`src/rtl/neopixel_chain.sv`:
```
// WS2812/SK6812 chain driver: serialises a buffered frame of GRB/GRBW pixels
// as one-wire NRZ bit cells followed by a latch low period.
module neopixel_chain #(
   parameter int unsigned CLOCK_SPEED_HZ = 32_000_000,
   parameter int unsigned NUM_PIXELS     = 8,
   parameter int unsigned BITS_PER_PIXEL = 24,
   parameter int unsigned T_SHORT        = CLOCK_SPEED_HZ / 3_333_333,
   parameter int unsigned T_LONG         = CLOCK_SPEED_HZ / 1_111_111,
   parameter int unsigned T_LATCH        = CLOCK_SPEED_HZ / 12_500,
   localparam int unsigned AW            = (NUM_PIXELS > 1) ? $clog2(NUM_PIXELS) : 1
) (
   input  logic                      clock,
   input  logic                      reset,
   input  logic                      pixel_we,
   input  logic [AW-1:0]             pixel_addr,
   input  logic [BITS_PER_PIXEL-1:0] pixel_color,
   input  logic                      send_to_neopixels,
   output logic                      busy,
   output logic                      done,
   output logic                      one_wire
);

   localparam int unsigned T_MAX = (T_LONG > T_LATCH) ? T_LONG : T_LATCH;
   localparam int unsigned CW    = $clog2(T_MAX + 1);
   localparam int unsigned BW    = (BITS_PER_PIXEL > 1) ? $clog2(BITS_PER_PIXEL) : 1;

   localparam logic [CW-1:0] SHORT_M1 = CW'(T_SHORT - 1);
   localparam logic [CW-1:0] LONG_M1  = CW'(T_LONG - 1);
   localparam logic [CW-1:0] LATCH_M1 = CW'(T_LATCH - 1);
   localparam logic [BW-1:0] BIT_LAST = BW'(BITS_PER_PIXEL - 1);
   localparam logic [AW-1:0] PIX_LAST = AW'(NUM_PIXELS - 1);

   localparam logic [2:0] S_IDLE  = 3'd0;
   localparam logic [2:0] S_LOAD  = 3'd1;
   localparam logic [2:0] S_HIGH  = 3'd2;
   localparam logic [2:0] S_LOW   = 3'd3;
   localparam logic [2:0] S_LATCH = 3'd4;

   logic [BITS_PER_PIXEL-1:0] r_buf [NUM_PIXELS];
   logic [2:0]                r_state;
   logic [CW-1:0]             r_cnt;
   logic [BW-1:0]             r_bit_idx;
   logic [AW-1:0]             r_pix_idx;
   logic [BITS_PER_PIXEL-1:0] r_shift;
   logic                      r_fin;

   logic [2:0]                w_state_nxt;
   logic [CW-1:0]             w_cnt_nxt;
   logic [BW-1:0]             w_bit_nxt;
   logic [AW-1:0]             w_pix_nxt;
   logic [BITS_PER_PIXEL-1:0] w_shift_nxt;
   logic                      w_fin_nxt;
   logic                      w_addr_ok;

   assign w_addr_ok = (32'(pixel_addr) < NUM_PIXELS);

   // Pixel buffer: writable at any time, deliberately not cleared by reset.
   always_ff @(posedge clock) begin
      if (pixel_we && w_addr_ok) begin
         r_buf[pixel_addr] <= pixel_color;
      end
   end

   always_comb begin
      w_state_nxt = r_state;
      w_cnt_nxt   = r_cnt;
      w_bit_nxt   = r_bit_idx;
      w_pix_nxt   = r_pix_idx;
      w_shift_nxt = r_shift;
      w_fin_nxt   = 1'b0;
      case (r_state)
         S_IDLE: begin
            // A request coinciding with the done pulse is dropped.
            if (send_to_neopixels && !done) begin
               w_state_nxt = S_LOAD;
               w_pix_nxt   = '0;
            end
         end
         S_LOAD: begin
            w_shift_nxt = r_buf[r_pix_idx];
            w_bit_nxt   = '0;
            w_cnt_nxt   = r_buf[r_pix_idx][BITS_PER_PIXEL-1] ? LONG_M1 : SHORT_M1;
            w_state_nxt = S_HIGH;
         end
         S_HIGH: begin
            if (r_cnt != '0) begin
               w_cnt_nxt = r_cnt - CW'(1);
            end else begin
               w_cnt_nxt   = r_shift[BITS_PER_PIXEL-1] ? SHORT_M1 : LONG_M1;
               w_state_nxt = S_LOW;
            end
         end
         S_LOW: begin
            if (r_cnt != '0) begin
               w_cnt_nxt = r_cnt - CW'(1);
            end else if (r_bit_idx != BIT_LAST) begin
               w_shift_nxt = {r_shift[BITS_PER_PIXEL-2:0], 1'b0};
               w_bit_nxt   = r_bit_idx + BW'(1);
               w_cnt_nxt   = r_shift[BITS_PER_PIXEL-2] ? LONG_M1 : SHORT_M1;
               w_state_nxt = S_HIGH;
            end else if (r_pix_idx != PIX_LAST) begin
               w_pix_nxt   = r_pix_idx + AW'(1);
               w_state_nxt = S_LOAD;
            end else begin
               w_cnt_nxt   = LATCH_M1;
               w_state_nxt = S_LATCH;
            end
         end
         S_LATCH: begin
            if (r_cnt != '0) begin
               w_cnt_nxt = r_cnt - CW'(1);
            end else begin
               w_fin_nxt   = 1'b1;
               w_state_nxt = S_IDLE;
            end
         end
         default: begin
            w_state_nxt = S_IDLE;
         end
      endcase
   end

   // Outputs are registered decodes of the current state, one clock behind it.
   always_ff @(posedge clock or posedge reset) begin
      if (reset) begin
         r_state   <= S_IDLE;
         r_cnt     <= '0;
         r_bit_idx <= '0;
         r_pix_idx <= '0;
         r_shift   <= '0;
         r_fin     <= 1'b0;
         busy      <= 1'b0;
         done      <= 1'b0;
         one_wire  <= 1'b0;
      end else begin
         r_state   <= w_state_nxt;
         r_cnt     <= w_cnt_nxt;
         r_bit_idx <= w_bit_nxt;
         r_pix_idx <= w_pix_nxt;
         r_shift   <= w_shift_nxt;
         r_fin     <= w_fin_nxt;
         busy      <= (r_state != S_IDLE);
         done      <= r_fin;
         one_wire  <= (r_state == S_HIGH);
      end
   end

endmodule
```
`config.mk`:
```
export PLATFORM = sky130hd
export DESIGN_NAME = neopixel_chain
export DESIGN_NICKNAME = d
export VERILOG_FILES = /design/src/rtl/neopixel_chain.sv
export SDC_FILE = /design/constraint.sdc
export NUM_CORES = 1
export LEC_CHECK = 0
export BUFFER_PORTS_ARGS = -buffer_cell sky130_fd_sc_hd__buf_4
export CORE_MARGIN = 2
export CORE_UTILIZATION = 45
export DETAILED_ROUTE_END_ITERATION = 10
export GPL_TIMING_DRIVEN = 0
export PLACE_DENSITY = 0.64
export SYNTH_ARGS = -nofsm -noshare
export SYNTH_HDL_FRONTEND = slang
export SYNTH_SLANG_ARGS = --single-unit
```
`constraint.sdc`:
```
create_clock -name clock -period 2.4 [get_ports clock]
set_clock_uncertainty 0.2 [all_clocks]
set_input_delay 0.12 -clock clock [delete_from_list [all_inputs] [get_ports clock]]
set_output_delay 0.12 -clock clock [all_outputs]
set_load 0.01 [all_outputs]
```
==> PnR_summary.wiki, run 1 <==
{| class="wikitable"
! Metric !! Value
|-
| Worst path arrival time || 2.52 ns
|-
| Final worst path period share || 96.12%
|-
| Number of maximum-capacitance violations || 0
|-
| Most prevalent standard cell on the critical path || sky130_fd_sc_hd__buf_6
|-
| Post-synth top area share || 58.87%
|-
| Start point of the critical path || r_cnt[0]$_DFFE_PP0P_
|-
| Total placed cells including tap cells || 856
|-
| Cell count of the worst reg-to-reg path || 8
|-
| Max Clock Freq || 0.4335 GHz
|-
| Net count of the finished layout || 678
|-
| Cell types occupying the most area after synthesis || sky130_fd_sc_hd__edfxtp_1 (59%), sky130_fd_sc_hd__dfrtp_1 (13%), sky130_fd_sc_hd__mux4_2 (11%)
|-
| Initial antenna violation count || 0
|-
| Max transition margin || 35.72%
|-
| Critical path launch point type || flop
|-
| Number of buffers on the longest clock path || 3
|-
| Final Hold Fails || 0
|-
| Y dimension of the die || 151.5 µm
|-
| Worst Hold Margin || 0.1461 ns
|-
| HPWL Detailed || 11.57 mm
|-
| CTS root buffer || sky130_fd_sc_hd__clkbuf_16
|-
| Final Instance Area || 0.01186 mm²
|-
| Clock slew seen by the registers of the worst setup and hold paths || 0.06 ns
|-
| Count of state elements after synthesis || 243
|-
| Unrepaired setup endpoints after global routing || false
|-
| Worst min-delay path category || flop to flop
|-
| Number of levels in the clock H-tree || 1
|-
| Count of clock tree sinks || 243
|-
| Ports placed on the boundary || 34
|-
| Syn Area/Cell || 17.97 µm²
|-
| Clk Latency, worst-skew pair || 0.54 ns
|-
| Number of buffers created by CTS || 26
|-
| Antenna Cells || 0
|-
| Via Count || 5301
|-
| Placement Rows || 53
|-
| Vias in the first global route || 5456
|-
| Leakage power summed over all cells || 0.004280 µW
|-
| Cells along the critical path || inv_2, ha_4, nor3b_4, nand4_4, a21o_1, buf_6, buf_6, a221o_1
|-
| Total negative setup slack || 0 ns
|-
| Starting density of the core || 46.16%
|-
| Routed wire length || 19.25 mm
|-
| Mean number of vias per cell || 5.663
|-
| Main synth FF type || sky130_fd_sc_hd__edfxtp_1
|-
| Endpoint of the worst register-to-register path || r_shift[1]$_DFFE_PP0P_
|-
| Maximum number of pins on one net before global-route repair || 38
|-
| Summed instance area of the synthesized netlist || 0.009794 mm²
|-
| Port bufs || 33
|-
| Average wire length per cell after detail routing || 20.56 µm
|-
| Worst setup path endpoint || r_shift[1]$_DFFE_PP0P_
|-
| Post-synth EDFFs || 192
|-
| Endpoint class of the critical path || flop
|-
| Biggest area consumer among synthesized cells || sky130_fd_sc_hd__edfxtp_1
|-
| DR pass1 iterations || 5
|-
| Result of the run || finished, final reports clean
|-
| Final ANT Viol Nets || 0
|-
| Number of warnings issued by yosys || 0
|-
| Detailed-route DRC error count || 0
|-
| Reg-to-reg setup timing slack || 0.09 ns
|-
| Synth-to-Final Area Change || 21.05%
|-
| Largest voltage drop on the vdd net || 591.8 µV
|-
| Final setup viols || 0
|-
| Measured slew at the worst slew-check pin || 0.9619 ns
|-
| Fraction of synthesis flops using an asynchronous set or reset pin || 20.99%
|-
| Delay of the slowest critical-path stage || 0.42 ns
|-
| Net count after synthesis || 580
|-
| Maximum fanout count along the critical path || 10
|-
| Placed Instance Area || 0.01053 mm²
|-
| Sequential-to-total area share from yosys stat || 71.90%
|-
| Share of layout cells above drive strength 1 || 27.84%
|-
| First-pass GRT wire length || 30.30 mm
|-
| Count of unique library cells instantiated by Yosys || 52
|-
| Critical setup path kind || flop to flop
|-
| Filler cell count in the final layout || 1600
|-
| Total Routing Usage GR || 17.59%
|-
| Number of violations reported at the end of detailed-routing iteration 0 || 313
|-
| Non-filler instance count after layout || 936
|-
| Pwr dens || 884.6 mW/mm²
|-
| Cell with the largest stage delay on the worst path || sky130_fd_sc_hd__dfrtp_1
|-
| Core area || 0.02122 mm²
|-
| Number of max-slew violations in the final report || 0
|-
| Min cycle time layout || 2.307 ns
|-
| Cells after Synth || 545
|-
| X dimension of the die || 151.5 µm
|-
| CTS tree || built
|-
| CP Data Required Time || 2.62 ns
|-
| DIE AREA || 0.02296 mm²
|-
| RePlAce Congestion || 0.7823
|-
| Sum of overflow across all layers after global routing || 0
|-
| Source of the worst register-to-register timing path || r_cnt[0]$_DFFE_PP0P_
|}
## cells in the final DEF, fill, tap and decap left out, types with 5 or more instances in the layout
cell,instances
sky130_fd_sc_hd__a211o_1,5
sky130_fd_sc_hd__a21oi_1,7
sky130_fd_sc_hd__a221o_1,23
sky130_fd_sc_hd__buf_2,5
sky130_fd_sc_hd__buf_4,44
sky130_fd_sc_hd__buf_6,5
sky130_fd_sc_hd__clkbuf_1,6
sky130_fd_sc_hd__clkbuf_16,27
sky130_fd_sc_hd__dfrtp_1,50
sky130_fd_sc_hd__dlygate4sd3_1,30
sky130_fd_sc_hd__edfxtp_1,192
sky130_fd_sc_hd__mux2i_1,24
sky130_fd_sc_hd__mux4_2,48
sky130_fd_sc_hd__nand2_1,26
sky130_fd_sc_hd__nand2b_1,8
sky130_fd_sc_hd__nor2_1,39
sky130_fd_sc_hd__nor2_4,7
sky130_fd_sc_hd__nor3_1,8
sky130_fd_sc_hd__o21ai_0,11
sky130_fd_sc_hd__o22ai_1,6
## cells in the mapped netlist (all sizes together), types with 8 or more instances
library cell,number
edfxtp,192
dfrtp,51
mux4,48
nor2,47
nand2,26
mux2i,25
a221o,23
buf,19
o21ai,12
nor3,11
a21oi,8
nand2b,8
## logic make-up after synthesis
| group | after synthesis | share of synthesized area [%] |
|---|---|---|
| adders and majority gates | 4 | 0.5110 |
| and+or+nand+nor | 121 | 6.413 |
| xor gates and xnor gates | 1 | 0.08944 |
| AOI/OAI and AO/OA | 71 | 5.736 |
| buffers and inverters | 31 | 1.648 |
| DFF | 243 | 71.90 |
| muxes | 74 | 13.71 |
## critical path, delay by kind of cell (launching register included)
kind	cells	cell delay, ns
flops	1	0.42
simple gates	2	0.49
fa+ha+maj	1	0.15
compound gates	2	0.56
buf+inv	3	0.38
## sequential cells by signal, indices dropped and copies added (netlist names)
signal,count
r_bit_idx,5
r_shift,24
r_state,3
r_cnt,12
busy,1
done,1
r_fin,1
one_wire,1
r_buf,192
r_pix_idx,3
## through the flow
step / setup slack (ns) / power [µW] / utilization (%)
2_1_floorplan: 0.1123 / 6071 / -
3_3_place_gp: -0.7128 / 6337 / 48.99
3_5_place_dp: -0.4368 / 6428 / 49.62
4_1_cts: -0.01404 / 10480 / 55.46
5_1_grt: 0.006672 / 10910 / 55.87
6_report: 0.09306 / 10490 / 55.87
## worst min-delay path by stage
stage / endpoint / slack (ns) / startpoint / depth (start not counted)
after floorplan: r_buf[0][0]$_DFFE_PP_ / 0.02 / pixel_color[0] / 0
after global placement: done$_DFF_PP0_ / 0.13 / r_fin$_DFF_PP0_ / 0
after detailed placement: r_cnt[5]$_DFFE_PP0P_ / -0.09 / reset / 2
after CTS: r_buf[5][17]$_DFFE_PP_ / 0.13 / pixel_color[17] / 2
after global routing: r_buf[2][15]$_DFFE_PP_ / 0.14 / pixel_color[15] / 2
final: done$_DFF_PP0_ / 0.15 / r_fin$_DFF_PP0_ / 0
## metal layers
layer	track usage, %	share of wire (%)	up-vias
met3	2.994	4.3	33
met4	4.491	2.1	0
met5	0	0	-
met2	29.46	50	125
met1	24.31	44	2737
li1	-	-	2406
## report_power, final
group | switching [µW] | internal, µW
sequential | 333 | 4980
combinational | 573 | 624
clock | 1620 | 2350
total | 2530 | 7960
## repair_timing
item | 4_1_cts | 5_1_grt
gates resized for setup | 21 | 17
pin swaps | 1 | 3
setup buffers | 2 | 3
endpoints found under the hold margin | 295 | 0
setup endpoints to repair | 35 | 35
hold buffers | 30 | 0
cloned | 0 | 0
## cell type report
type	instances	area [µm²]	area share, %
flip-flops and latches	243	7043	59.40
plain buffers	25	190.2	1.604
clock inverters	13	153.9	1.298
multi-input cells	271	2728	23.01
well taps	275	344.1	2.902
inverters	5	18.77	0.1583
clock buffers	33	718.2	6.057
repair buffers	71	660.6	5.572
Power figures use the tool's default switching activity.
==> run 2: changes to the inputs <==
--- a/config.mk
+++ b/config.mk
@@ -10,7 +10,7 @@
 export CORE_UTILIZATION = 45
 export DETAILED_ROUTE_END_ITERATION = 10
 export GPL_TIMING_DRIVEN = 0
-export PLACE_DENSITY = 0.64
+export PLACE_DENSITY = 0.62
 export SYNTH_ARGS = -nofsm -noshare
 export SYNTH_HDL_FRONTEND = slang
 export SYNTH_SLANG_ARGS = --single-unit
==> constraint.sdc (replaced) <==
create_clock -name clock -period 2.91 [get_ports clock]
set_clock_uncertainty 0.2 [all_clocks]
set_input_delay 0.1455 -clock clock [delete_from_list [all_inputs] [get_ports clock]]
set_output_delay 0.1455 -clock clock [all_outputs]
set_load 0.01 [all_outputs]
==> run 2 against run 1 <==
Routed wire length rose by 3.2%. Register-to-register slack better by 0.07 ns. Core utilization fell by 0.97 points. Fmax fell by 16%. Clock-buffer cell count fell by 2. Worst setup slack better by 0.073 ns. Non-clock buffer count fell by 2. Hold slack worse by 0.093 ns. Final area is 1.7% lower. Via count up 0.34%. Critical path depth fell by 2. Sequential share of layout area up 1.0 points. Critical path type unchanged.
==> PnR_summary.wiki, run 2 (synthesized netlist as in run 1, its figures left out) <==
{| class="wikitable"
! Metric !! Value
|-
| Starting density of the core || 46.16%
|-
| Source of the worst register-to-register timing path || r_pix_idx[1]$_DFFE_PP0P_
|-
| First-pass GRT wire length || 31.27 mm
|-
| CTS tree || built
|-
| Cell with the largest stage delay on the worst path || sky130_fd_sc_hd__buf_1
|-
| Most common cell after layout, fill and taps aside || sky130_fd_sc_hd__edfxtp_1
|-
| HPWL Detailed || 12.28 mm
|-
| Via Count || 5319
|-
| Initial antenna violation count || 0
|-
| Number of violations reported at the end of detailed-routing iteration 0 || 389
|-
| Port bufs || 33
|-
| Max transition margin || 35.66%
|-
| Non-filler instance count after layout || 934
|-
| Clk Latency, worst-skew pair || 0.52 ns
|-
| Placed Instance Area || 0.01052 mm²
|-
| Critical setup path kind || flop to flop
|-
| Final setup viols || 0
|-
| Endpoint of the worst register-to-register path || r_shift[14]$_DFFE_PP0P_
|-
| Maximum fanout count along the critical path || 10
|-
| CTS root buffer || sky130_fd_sc_hd__clkbuf_16
|-
| Detailed-route DRC error count || 0
|-
| Worst path arrival time || 2.94 ns
|-
| Measured slew at the worst slew-check pin || 0.9651 ns
|-
| Reg-to-reg setup timing slack || 0.17 ns
|-
| Number of levels in the clock H-tree || 1
|-
| Synth-to-Final Area Change || 18.96%
|-
| Endpoint class of the critical path || flop
|-
| Min cycle time layout || 2.744 ns
|-
| Worst min-delay path category || input pin to asynchronous set/reset pin
|-
| Mean number of vias per cell || 5.695
|-
| Total placed cells including tap cells || 859
|-
| Largest voltage drop on the vdd net || 513.4 µV
|-
| CP Data Required Time || 3.10 ns
|-
| Sum of overflow across all layers after global routing || 0
|-
| Routed wire length || 19.86 mm
|-
| Total negative setup slack || 0 ns
|-
| Vias in the first global route || 5631
|-
| Cell count of the worst reg-to-reg path || 6
|-
| Number of max-slew violations in the final report || 0
|-
| Number of maximum-capacitance violations || 0
|-
| Final worst path period share || 94.30%
|-
| Final ANT Viol Nets || 0
|-
| Critical path launch point type || flop
|-
| Number of buffers created by CTS || 25
|-
| Number of flip-flops in the largest register || 192
|-
| Largest registers || r_buf: 192 flops, r_shift: 24 flops, r_cnt: 12 flops
|-
| X dimension of the die || 151.5 µm
|-
| DIE AREA || 0.02296 mm²
|-
| Maximum number of pins on one net before global-route repair || 29
|-
| Leakage power summed over all cells || 0.004207 µW
|-
| Number of buffers inserted by post-CTS setup repair || 0
|-
| RePlAce Congestion || 0.7921
|-
| Placement Rows || 53
|-
| Antenna Cells || 0
|-
| Y dimension of the die || 151.5 µm
|-
| Count of clock tree sinks || 243
|-
| Number of buffers on the longest clock path || 3
|-
| Result of the run || finished, final reports clean
|-
| Delay of the slowest critical-path stage || 0.61 ns
|-
| Worst slack at placement || 0.01963 ns
|-
| Commonest cells after routing, fill and taps aside || sky130_fd_sc_hd__edfxtp_1 (192), sky130_fd_sc_hd__dfrtp_1 (51), sky130_fd_sc_hd__mux4_2 (48), sky130_fd_sc_hd__nor2_1 (39), sky130_fd_sc_hd__buf_4 (35)
|-
| Share of layout cells above drive strength 1 || 25.49%
|-
| Unrepaired setup endpoints after global routing || false
|-
| Filler cell count in the final layout || 1677
|-
| Final Hold Fails || 0
|-
| Cells along the critical path || buf_2, buf_1, mux4_2, mux2i_1, nor2_1, a221o_1
|-
| Top reg by flops || r_buf
|-
| Pwr dens || 732.2 mW/mm²
|-
| Total Routing Usage GR || 18.23%
|-
| Core area || 0.02122 mm²
|-
| Final Instance Area || 0.01165 mm²
|-
| Ports placed on the boundary || 34
|-
| Average wire length per cell after detail routing || 21.26 µm
|-
| Worst path setup slack after routing || 0.1660 ns
|-
| DR pass1 iterations || 6
|-
| Net count of the finished layout || 675
|-
| Max Clock Freq || 0.3644 GHz
|-
| Clock slew seen by the registers of the worst setup and hold paths || 0.06 ns
|}
## run 2: cell count changes in the layout (fill, tap and decap cells not counted), sizes merged
cell	delta
inv	-2
clkdlybuf4s15	-1
clkinvlp	+2
bufinv	+2
buf	-2
dlygate4sd3	-1
## run 2: critical path, delay by kind of cell, from the launching register on
family / cells / cell delay (ns)
AOI/OAI and AO/OA: 1 / 0.27
DFF: 1 / 0.46
muxes: 2 / 0.63
and+or+nand+nor: 1 / 0.07
buffers and inverters: 2 / 0.98
## run 2: stage by stage
stage	power [µW]	hold slack [ns]	utilization, %
after floorplan	5007	0.04437	-
after CTS	8576	0.07220	54.89
after detailed placement	5311	0.05367	49.56
final	8531	0.05302	54.91
after global placement	5232	0.1343	48.94
after global routing	8847	0.09355	54.91
## run 2: how the worst max path moves through the flow
| stage | startpoint | slack [ns] | end |
|---|---|---|---|
| 2_1_floorplan | pixel_addr[1] | 0.28 | r_buf[0][0]$_DFFE_PP_ |
| 3_3_place_gp | pixel_addr[1] | -1.64 | r_buf[0][0]$_DFFE_PP_ |
| 3_5_place_dp | r_pix_idx[1]$_DFFE_PP0P_ | 0.02 | r_shift[22]$_DFFE_PP0P_ |
| 4_1_cts | r_pix_idx[1]$_DFFE_PP0P_ | 0.02 | r_shift[22]$_DFFE_PP0P_ |
| 5_1_grt | r_pix_idx[1]$_DFFE_PP0P_ | 0.004 | r_shift[14]$_DFFE_PP0P_ |
| 6_report | r_pix_idx[1]$_DFFE_PP0P_ | 0.17 | r_shift[14]$_DFFE_PP0P_ |
## run 2: routing by layer
layer	global-route usage (%)	vias up	wire, µm
li1	-	2397	-
met1	23.79	2776	8452
met2	32.22	107	10290
met3	2.695	39	679
met4	4.861	0	432
met5	0	-	0
## run 2: timing repair
action                                  in CTS  in global routing
gates resized for setup                      0                  3
endpoints found under the hold margin      263                  0
endpoints found under the setup margin       0                  8
hold buffers                                29                  0
## run 2: final cells by class
class                      instances  area [µm²]  share of cell area [%]
buffer                            26       145.1                   1.246
sequential                       243        7042                   60.44
timing repair buffer              68       614.3                   5.273
clock inverter                    15       182.7                   1.568
multi-input combinational        271        2646                   22.71
tap                              275       344.1                   2.953
clock buffer                      31       658.1                   5.649
inverter                           5       18.77                  0.1611
## run 2: report_power, final
group	internal (µW)	switching, µW
registers	4110	254
clock network	1960	1280
logic	467	454
